**src/rtl/motor_cmd_sequencer.sv**
```systemverilog
`default_nettype none
// ============================================================================
// motor_cmd_sequencer: switch debounce/decode, duty slew and dead-time reversal
// Rev 1.0
// ============================================================================
module motor_cmd_sequencer #(
    parameter int DEBOUNCE_CYCLES = 1000000,
    parameter int RAMP_CYCLES     = 100000,
    parameter int STEP            = 5,
    parameter int DEAD_CYCLES     = 500000
) (
    input  logic       W5,
    input  logic       U18,
    input  logic [7:0] sw,
    output logic [6:0] duty,
    output logic       K17,
    output logic       M18,
    output logic       busy,
    output logic       conflict
);

    localparam int DB_W   = (DEBOUNCE_CYCLES > 1) ? $clog2(DEBOUNCE_CYCLES) : 1;
    localparam int RAMP_W = (RAMP_CYCLES > 1) ? $clog2(RAMP_CYCLES) : 1;
    localparam int DEAD_W = (DEAD_CYCLES > 1) ? $clog2(DEAD_CYCLES) : 1;

    localparam logic [DB_W-1:0]   DB_LAST   = DB_W'(DEBOUNCE_CYCLES - 1);
    localparam logic [RAMP_W-1:0] RAMP_LAST = RAMP_W'(RAMP_CYCLES - 1);
    localparam logic [DEAD_W-1:0] DEAD_LAST = DEAD_W'(DEAD_CYCLES - 1);
    localparam logic [7:0]        STEP8     = 8'(STEP);
    localparam logic [6:0]        STEP7     = 7'(STEP);

    localparam logic [1:0] S_IDLE  = 2'd0;
    localparam logic [1:0] S_RUN   = 2'd1;
    localparam logic [1:0] S_DECEL = 2'd2;
    localparam logic [1:0] S_BRAKE = 2'd3;

    logic [7:0]        r_sw_meta, r_sw_sync, r_cand, r_cmd;
    logic [DB_W-1:0]   r_db_cnt;
    logic [RAMP_W-1:0] r_ramp_cnt;
    logic [DEAD_W-1:0] r_dead_cnt;
    logic [1:0]        r_state;
    logic [6:0]        r_duty;
    logic              r_in1, r_in2;

    logic       w_single, w_fwd, w_same_dir, w_ramp_act, w_step, w_reach0;
    logic [3:0] w_nib;
    logic [6:0] w_tgt, w_goal, w_duty_next;
    logic [7:0] w_up, w_floor;

    always_ff @(posedge W5) begin
        if (U18) begin
            r_sw_meta <= '0;
            r_sw_sync <= '0;
            r_cand    <= '0;
            r_cmd     <= '0;
            r_db_cnt  <= '0;
        end else begin
            r_sw_meta <= sw;
            r_sw_sync <= r_sw_meta;
            if (r_sw_sync != r_cand) begin
                r_cand   <= r_sw_sync;
                r_db_cnt <= '0;
            end else if (r_db_cnt == DB_LAST) begin
                r_cmd <= r_cand;
            end else begin
                r_db_cnt <= r_db_cnt + DB_W'(1);
            end
        end
    end

    assign w_single = (r_cmd != 8'd0) && ((r_cmd & (r_cmd - 8'd1)) == 8'd0);
    assign w_fwd    = |r_cmd[3:0];
    assign w_nib    = w_fwd ? r_cmd[3:0] : r_cmd[7:4];

    always_comb begin
        w_tgt = 7'd0;
        if (w_single) begin
            case (w_nib)
                4'b0001: w_tgt = 7'd100;
                4'b0010: w_tgt = 7'd75;
                4'b0100: w_tgt = 7'd50;
                4'b1000: w_tgt = 7'd25;
                default: w_tgt = 7'd0;
            endcase
        end
    end

    // Opposite-direction or stop targets slew toward zero before the bridge is touched.
    assign w_same_dir = w_single && (w_fwd == r_in1);
    assign w_goal     = ((r_state == S_RUN) && w_same_dir) ? w_tgt : 7'd0;
    assign w_ramp_act = (r_duty != w_tgt) || (r_state == S_DECEL);
    assign w_step     = w_ramp_act && (r_ramp_cnt == RAMP_LAST);

    always_comb begin
        w_up        = {1'b0, r_duty} + STEP8;
        w_floor     = {1'b0, w_goal} + STEP8;
        w_duty_next = w_goal;
        if (r_duty < w_goal) begin
            if (w_up < {1'b0, w_goal}) w_duty_next = w_up[6:0];
        end else if ({1'b0, r_duty} >= w_floor) begin
            w_duty_next = r_duty - STEP7;
        end
    end

    assign w_reach0 = (r_duty == 7'd0) || (w_step && (w_duty_next == 7'd0));

    always_ff @(posedge W5) begin
        if (U18) begin
            r_state    <= S_IDLE;
            r_duty     <= '0;
            r_in1      <= 1'b0;
            r_in2      <= 1'b0;
            r_ramp_cnt <= '0;
            r_dead_cnt <= '0;
        end else begin
            if (!w_ramp_act || w_step) r_ramp_cnt <= '0;
            else                       r_ramp_cnt <= r_ramp_cnt + RAMP_W'(1);

            case (r_state)
                S_IDLE: begin
                    r_duty <= '0;
                    if (w_single) begin
                        r_state <= S_RUN;
                        r_in1   <= w_fwd;
                        r_in2   <= !w_fwd;
                    end
                end
                S_RUN: begin
                    if (!w_single) begin
                        if (w_reach0) begin
                            r_state <= S_IDLE;
                            r_duty  <= '0;
                            r_in1   <= 1'b0;
                            r_in2   <= 1'b0;
                        end else if (w_step) begin
                            r_duty <= w_duty_next;
                        end
                    end else if (!w_same_dir) begin
                        r_state <= S_DECEL;
                        if (w_step) r_duty <= w_duty_next;
                    end else if (w_step) begin
                        r_duty <= w_duty_next;
                    end
                end
                S_DECEL: begin
                    // A command back to the present direction cancels the reversal.
                    if (w_same_dir) begin
                        r_state <= S_RUN;
                    end else if (w_reach0) begin
                        r_state    <= S_BRAKE;
                        r_duty     <= '0;
                        r_in1      <= 1'b0;
                        r_in2      <= 1'b0;
                        r_dead_cnt <= '0;
                    end else if (w_step) begin
                        r_duty <= w_duty_next;
                    end
                end
                S_BRAKE: begin
                    r_duty <= '0;
                    if (r_dead_cnt == DEAD_LAST) begin
                        r_dead_cnt <= '0;
                        if (w_single) begin
                            r_state <= S_RUN;
                            r_in1   <= w_fwd;
                            r_in2   <= !w_fwd;
                        end else begin
                            r_state <= S_IDLE;
                        end
                    end else begin
                        r_dead_cnt <= r_dead_cnt + DEAD_W'(1);
                    end
                end
                default: begin
                    r_state <= S_IDLE;
                    r_duty  <= '0;
                    r_in1   <= 1'b0;
                    r_in2   <= 1'b0;
                end
            endcase
        end
    end

    assign duty     = r_duty;
    assign K17      = r_in1;
    assign M18      = r_in2;
    assign busy     = (r_duty != w_tgt) || (r_state == S_DECEL) || (r_state == S_BRAKE);
    assign conflict = (r_cmd != 8'd0) && !w_single;

endmodule
`default_nettype wire

```
**config.mk**
```make
export PLATFORM = sky130hd
export DESIGN_NAME = motor_cmd_sequencer
export DESIGN_NICKNAME = d
export VERILOG_FILES = /design/src/rtl/motor_cmd_sequencer.sv
export SDC_FILE = /design/constraint.sdc
export NUM_CORES = 1
export LEC_CHECK = 0
export CAP_MARGIN = 20
export CORE_AREA = 4 4 119 121
export DETAILED_ROUTE_END_ITERATION = 10
export DIE_AREA = 0 0 123 125
export PLACE_DENSITY = 0.64
export REMOVE_ABC_BUFFERS = 1
export SLEW_MARGIN = 20
export SYNTH_ARGS = -nofsm -noshare
export SYNTH_HDL_FRONTEND = slang
export SYNTH_SLANG_ARGS = --single-unit
export TNS_END_PERCENT = 5
```
**constraint.sdc**
```tcl
create_clock -name W5 -period 14.3 [get_ports W5]
set_input_delay 1.43 -clock W5 [delete_from_list [all_inputs] [get_ports W5]]
set_output_delay 1.43 -clock W5 [all_outputs]
set_load 0.005 [all_outputs]
```
==> results.md, run 1 <==
- Ant. Diodes: 0
- Worst flop-to-flop path endpoint: r_dead_cnt[11]$_SDFFE_PP0P_
- DRC: 0
- Worst vdd ir: ~0.000052 V
- Slowest library cell on the worst path: nor2_1
- Req. time, crit path: around 15 ns
- First-pass GRT wire length: around 22000 um
- CP Capture Type: flop
- Post-Synthesis Cells: 689
- Finished Layout Cells: 870
- Routed via count: ~5000
- CP Cell Sequence: or3b_2 > a2111o_1 > a311oi_1 > buf_4 > a21boi_1 > inv_1 > ha_1 > or4_1 > o22ai_1 > nand3_1 > o221ai_1 > a41oi_1 > nor4_4 > a21boi_1 > nor2_1 > a31o_2
- Yosys top cell by area: dfxtp_1
- Post-synthesis register bit count: ~100
- CP top delay family: compound AO/OA/AOI/OAI gates
- Synth top area cells: dfxtp_1 34%, ha_1 6.9%, nor2_1 6.0%
- R2r startpoint: r_cmd[4]$_SDFFE_PP0P_
- DIE WIDTH: roughly 120 um
- Drt pass-1 iters: 5
- # fillers: between 1000 and 1500
- H-tree levels: 3
- All-Layer GR Usage: 0.173
- Clock-pin transition on the worst setup and hold timing paths: 0.07 ns
- Root buffer cell: clkbuf_16
- Vias per cell: 5.77
- IO Pins: 21
- Drt wl/cell: between 15 and 20 um
- Critical path depth: 16
- Hold_ws: between 0.4 and 0.5 ns
- Post-CTS Resized: 0
- Worst slew margin: 0.396
- Largest net degree at the start of global routing: 58
- FMAX: about 0.16 GHz
- Buffer depth of the longest clock path: 2
- Final hold vios: 0
- Syn Std Cell Area: 5780 um2
- Initial Utilization: 0.441
- Outcome: completed
- CTS Buf Count: 9
- Setup_tns: 0 ns
- Total grt overflow: 0
- Post-route cell area: 6360 um2
- Post-route clock period utilization: 0.446
- Total Wirelength: 13200 um
- Worst slew pin tran: ~0.90 ns
- Worst Hold Depth: 1
- Full die area: ~15000 um2
- Lkg Pwr: ~2.3 nW
- Critical path fanouts, max: 12
- Placement Cell Area: ~6100 um2
- Latest clock arrival within the worst-skew pair: 0.35 ns
- Final setup violation count: 0
- CTS tree: done
- Share of layout cells above drive strength 1: 0.0548
- Sink Count: just under 100
- Area share of the largest cell type after synthesis: 0.343
- Post-route minimum period: around 6.4 ns
- Cell variety after synth: 76
- Setup slack, reg-to-reg: approximately 8 ns
- Initial DRC Count: 301
- Final GP Congestion: approximately 0.96
- Core area: ~13000 um2
- Input/output buffers: 20
- Worst endpoint data arrival time: roughly 6.7 ns
- Max Cap Viol: 0
- Number of global-route vias before repair: 4632
- Count leader, synth: dfxtp_1
- Final HPWL DP: 9330 um
- Worst stage delay on the critical path: 0.66 ns
- Skew final: 0.00716 ns
- Post-CTS Setup Bufs: 0
- Reg area: 1980 um2
- R2R cell count: 16
- Slew Viols, Final: 0
- CP Class: reg -> reg
- Initial antenna violation count: 0
- Hold Path Sink: r_sw_sync[5]$_SDFF_PP0_
- Die Y: roughly 130 um
- Nets@finish: 732
- Routed Antenna Nets: 0
- Post-synth top cells: 99 x dfxtp_1, 92 x nor2_1, 47 x nand2_1, 35 x o21ai_0, 32 x ha_1
- Area grow syn2layout: 10.2%
- Async set-reset flop share out of synthesis: 0
- Top_reg_cell synth: dfxtp_1
- Startpoint Class: flop
- HP Start: r_sw_meta[5]$_SDFF_PP0_
- Ys Warns: 0
- Rows: 42
- Avg Synthesized Cell Area: 8.38 um2
- Seq/Total Area, Yosys: 0.343
- Final Util: 0.486
- PD cells: ~85 nW/um2
- CP most frequent cell: a21boi_1
- Multi-input logic area: around 3600 um2
- Placed Instances: 855
- Number of enable flip-flop cells after synthesis: 0
- Worst hold path class: reg -> reg
- Hold buffers post-CTS: 0
- RSZ-0062 raised after global routing: no
- Total buffers and inverters traversed by the critical path: 2
## cell usage in the layout, fill, tap and decap left out, types with 9 or more instances in the layout
master           netlist  routed
a21oi_1               25      25
xnor2_1               24      24
xor2_1                26      26
o21ai_0               35      35
nand2_1               47      47
dfxtp_1               99      99
nand4_1               15      15
nand3_1               25      25
clkbuf_16              0       9
nor2b_1               28      28
inv_1                 19      19
ha_1                  32      32
a32o_1                10      10
and3_1                18      18
clkdlybuf4s50_1        0      19
nor3_1                16      16
nor2_1                92      92
mux2i_1               11      11
## cell type report
type	instances	share of cell area
multi-input combinational	537	0.562
sequential	99	0.311
clock buffer	10	0.0360
tap	176	0.0346
timing repair buffer	23	0.0342
inverter	20	0.0118
clock inverter	5	0.0102
## flip-flops by register name (all words and copies together) (netlist names)
signal / count
r_cand: 8
r_state: 2
r_dead_cnt: 19
r_sw_sync: 8
r_cmd: 8
duty: 7
r_db_cnt: 20
r_ramp_cnt: 17
K17: 1
M18: 1
r_sw_meta: 8
## metrics by stage
stage	total power [W]	worst slack, ns
6_report	0.000540	7.93
5_1_grt	0.000563	7.39
4_1_cts	0.000546	7.96
3_5_place_dp	0.000306	7.99
3_3_place_gp	0.000305	8.19
2_1_floorplan	0.000297	8.52
## report_power, final
part,leakage [nW],internal (W),switching (W)
Clock,0.143,0.000136,0.000105
Sequential,0.801,0.000279,0.00000189
Combinational,1.33,0.00000773,0.0000112
Total,2.27,0.000423,0.000118
## metal layers
layer,vias up,track usage,share of wire
met1,2362,0.234,0.46
met4,0,0.0606,0.025
met3,29,0.0321,0.040
met5,-,0,0
met2,135,0.276,0.48
li1,2490,-,-
## kinds of logic (layout without fill, tap and decap cells)
logic type	Yosys count	count (layout)	share of synthesized area
xor+xnor	50	50	0.0758
fa+ha+maj	32	32	0.0693
mux	12	12	0.0210
simple gates	304	304	0.279
compound gates	139	139	0.172
flops	99	99	0.343
buf+inv	53	58	0.0392
## worst register-to-register path, delay by kind of cell (launching register included)
family | cells | cell delay, ns
buffers and inverters | 2 | 0.42
flip-flops | 1 | 0.51
adder cells (fa/ha/maj) | 1 | 0.23
AND/OR/NAND/NOR | 5 | 2.39
AO/OA/AOI/OAI | 8 | 2.78
## worst max path at each step
stage,startpoint,endpoint
6_report,r_cmd[4]$_SDFFE_PP0P_,r_dead_cnt[11]$_SDFFE_PP0P_
5_1_grt,r_cmd[4]$_SDFFE_PP0P_,r_dead_cnt[11]$_SDFFE_PP0P_
4_1_cts,r_cmd[4]$_SDFFE_PP0P_,r_dead_cnt[11]$_SDFFE_PP0P_
3_5_place_dp,r_cmd[4]$_SDFFE_PP0P_,r_dead_cnt[11]$_SDFFE_PP0P_
3_3_place_gp,r_cmd[0]$_SDFFE_PP0P_,r_dead_cnt[11]$_SDFFE_PP0P_
2_1_floorplan,r_cmd[0]$_SDFFE_PP0P_,r_dead_cnt[10]$_SDFFE_PP0P_
No activity file was read; power rests on OpenSTA's default activity.
==> run 2: changes to the inputs <==
- PLACE_DENSITY: 0.64 -> 0.66
- clock period: 14.3 -> 5.6 ns (I/O delays scaled with it)
==> results.md, run 2 (same netlist as run 1, synthesis figures left out) <==
- Largest regs: r_db_cnt (20), r_dead_cnt (19), r_ramp_cnt (17)
- Initial DRC Count: 457
- Worst Hold Depth: 1
- Post-route clock period utilization: 0.948
- Startpoint Class: flop
- Vias per cell: between 5 and 6
- Outcome: completed
- DIE WIDTH: 123 um
- Commonest non-fill, non-tap cell in the layout: dfxtp_1
- DRC: 0
- Worst stage delay on the critical path: 0.57 ns
- Worst Slack Setup Final: approximately 0.3 ns
- Final hold vios: 0
- Initial antenna violation count: 0
- Max reg flops: 20
- CP Capture Type: flop
- Area grow syn2layout: 12.7%
- CTS Buf Count: 9
- Final setup violation count: 0
- Worst slew margin: 0.380
- Placement Cell Area: 6180 um2
- Hold buffers post-CTS: 0
- Worst hold path class: reg -> reg
- Pre-CTS WS: -0.0839 ns
- Drt wl/cell: between 15 and 20 um
- Buffer depth of the longest clock path: 2
- FMAX: between 0.15 and 0.2 GHz
- Critical path fanouts, max: 7
- Setup slack, reg-to-reg: roughly 0.29 ns
- Routed via count: around 5000
- Final Util: 0.497
- Most frequent cells in the layout: 99 x dfxtp_1, 90 x nor2_1, 47 x nand2_1
- Largest net degree at the start of global routing: between 60 and 70
- Latest clock arrival within the worst-skew pair: around 0.35 ns
- Skew final: 0.00702 ns
- Total Wirelength: 13500 um
- First-pass GRT wire length: approximately 23000 um
- Total grt overflow: 0
- Root buffer cell: clkbuf_16
- Die Y: roughly 130 um
- Full die area: ~15000 um2
- Post-route minimum period: about 5.3 ns
- Slowest library cell on the worst path: or4_4
- PD cells: approximately 210 nW/um2
- Hold_ws: around 0.44 ns
- All-Layer GR Usage: 0.179
- CP Cell Sequence: or4_4 > a2111o_1 > a311oi_2 > buf_4 > nand2_2 > inv_1 > ha_1 > nor2_1 > o21ai_0 > o311ai_1 > ha_1 > a21oi_1 > o21ai_0 > a21oi_2 > or2_2 > a211oi_1 > a2111o_1 > nor4_4 > buf_4 > o41ai_1 > or4_1 > a221oi_2
- Drt pass-1 iters: 5
- H-tree levels: 3
- Worst vdd ir: ~0.00011 V
- Worst endpoint data arrival time: about 5.6 ns
- Lkg Pwr: approximately 2.4 nW
- Worst slew pin tran: 0.927 ns
- Nets@finish: 750
- Initial Utilization: 0.441
- R2R cell count: 22
- Req. time, crit path: 5.86 ns
- Worst flop-to-flop path endpoint: r_state[0]$_SDFFE_PP0P_
- Worst Setup SP: r_cmd[0]$_SDFFE_PP0P_
- CTS tree: done
- Rows: between 40 and 50
- Ant. Diodes: 0
- Share of layout cells above drive strength 1: 0.0870
- Final HPWL DP: 9610 um
- Post-route cell area: 6510 um2
- Clock-pin transition on the worst setup and hold timing paths: about 0.07 ns
- Input/output buffers: 20
- Number of global-route vias before repair: 4800
- End of the critical path: r_state[0]$_SDFFE_PP0P_
- Reg with most FFs: r_db_cnt
- Final GP Congestion: ~0.9
- Total Power: 0.00135 W
- Slew Viols, Final: 0
- CP Class: reg -> reg
- R2r startpoint: r_cmd[0]$_SDFFE_PP0P_
- Max Cap Viol: 0
- Routed Antenna Nets: 0
- IO Pins: 21
- Core area: 13100 um2
- Sink Count: slightly below 100
==> run 2: routing by layer <==
layer / vias to the layer above / part of all wire / track usage
met5: - / 0 / 0
met4: 0 / 0.014 / 0.0586
met3: 11 / 0.032 / 0.0294
met2: 95 / 0.49 / 0.299
met1: 2424 / 0.47 / 0.234
li1: 2522 / - / -
==> run 2: how the worst min path moves through the flow <==
stage | end | startpoint
final | r_sw_sync[5]$_SDFF_PP0_ | r_sw_meta[5]$_SDFF_PP0_
after global routing | r_sw_sync[0]$_SDFF_PP0_ | r_sw_meta[0]$_SDFF_PP0_
after CTS | r_sw_sync[0]$_SDFF_PP0_ | r_sw_meta[0]$_SDFF_PP0_
after detailed placement | r_sw_sync[5]$_SDFF_PP0_ | r_sw_meta[5]$_SDFF_PP0_
after global placement | r_sw_sync[6]$_SDFF_PP0_ | r_sw_meta[6]$_SDFF_PP0_
after floorplan | r_sw_sync[0]$_SDFF_PP0_ | r_sw_meta[0]$_SDFF_PP0_
==> run 2: timing repair <==
item / CTS / global route
endpoints found under the setup margin: 11 / 26
gates resized for setup: 1 / 6
buffers inserted: 0 / 3
pin swaps: 0 / 1
==> run 2: metrics by stage <==
step                      cells  setup TNS [ns]
after floorplan             656           -2.22
after global placement      870               0
after detailed placement    870          -0.567
after CTS                   886               0
after global routing        889        -0.00991
final                       889               0
==> run 2: area by class of cell <==
cell class              instances  area [um2]
repair buffers                 41         353
multi-input cells             537        3600
clock inverters                 6        48.8
flip-flops and latches         99        1980
inverters                      20        75.1
clock buffers                  10         229
fillers                      1251        6580
well taps                     176         220
==> run 2: where the power goes <==
group / switching [W] / leakage [nW] / internal, W / total (W)
logic: 0.0000284 / 1.42 / 0.0000198 / 0.0000481
clock network: 0.000275 / 0.131 / 0.000306 / 0.000580
registers: 0.00000484 / 0.801 / 0.000712 / 0.000717
total: 0.000308 / 2.35 / 0.00104 / 0.00135
==> run 2: worst max-delay path: cells and delay by family, from the launching register on <==
| kind | cells | cell delay, ns |
|---|---|---|
| DFF | 1 | 0.31 |
| buffers and inverters | 3 | 0.44 |
| and+or+nand+nor | 6 | 1.70 |
| AOI/OAI and AO/OA | 11 | 2.26 |
| adders and majority gates | 2 | 0.50 |
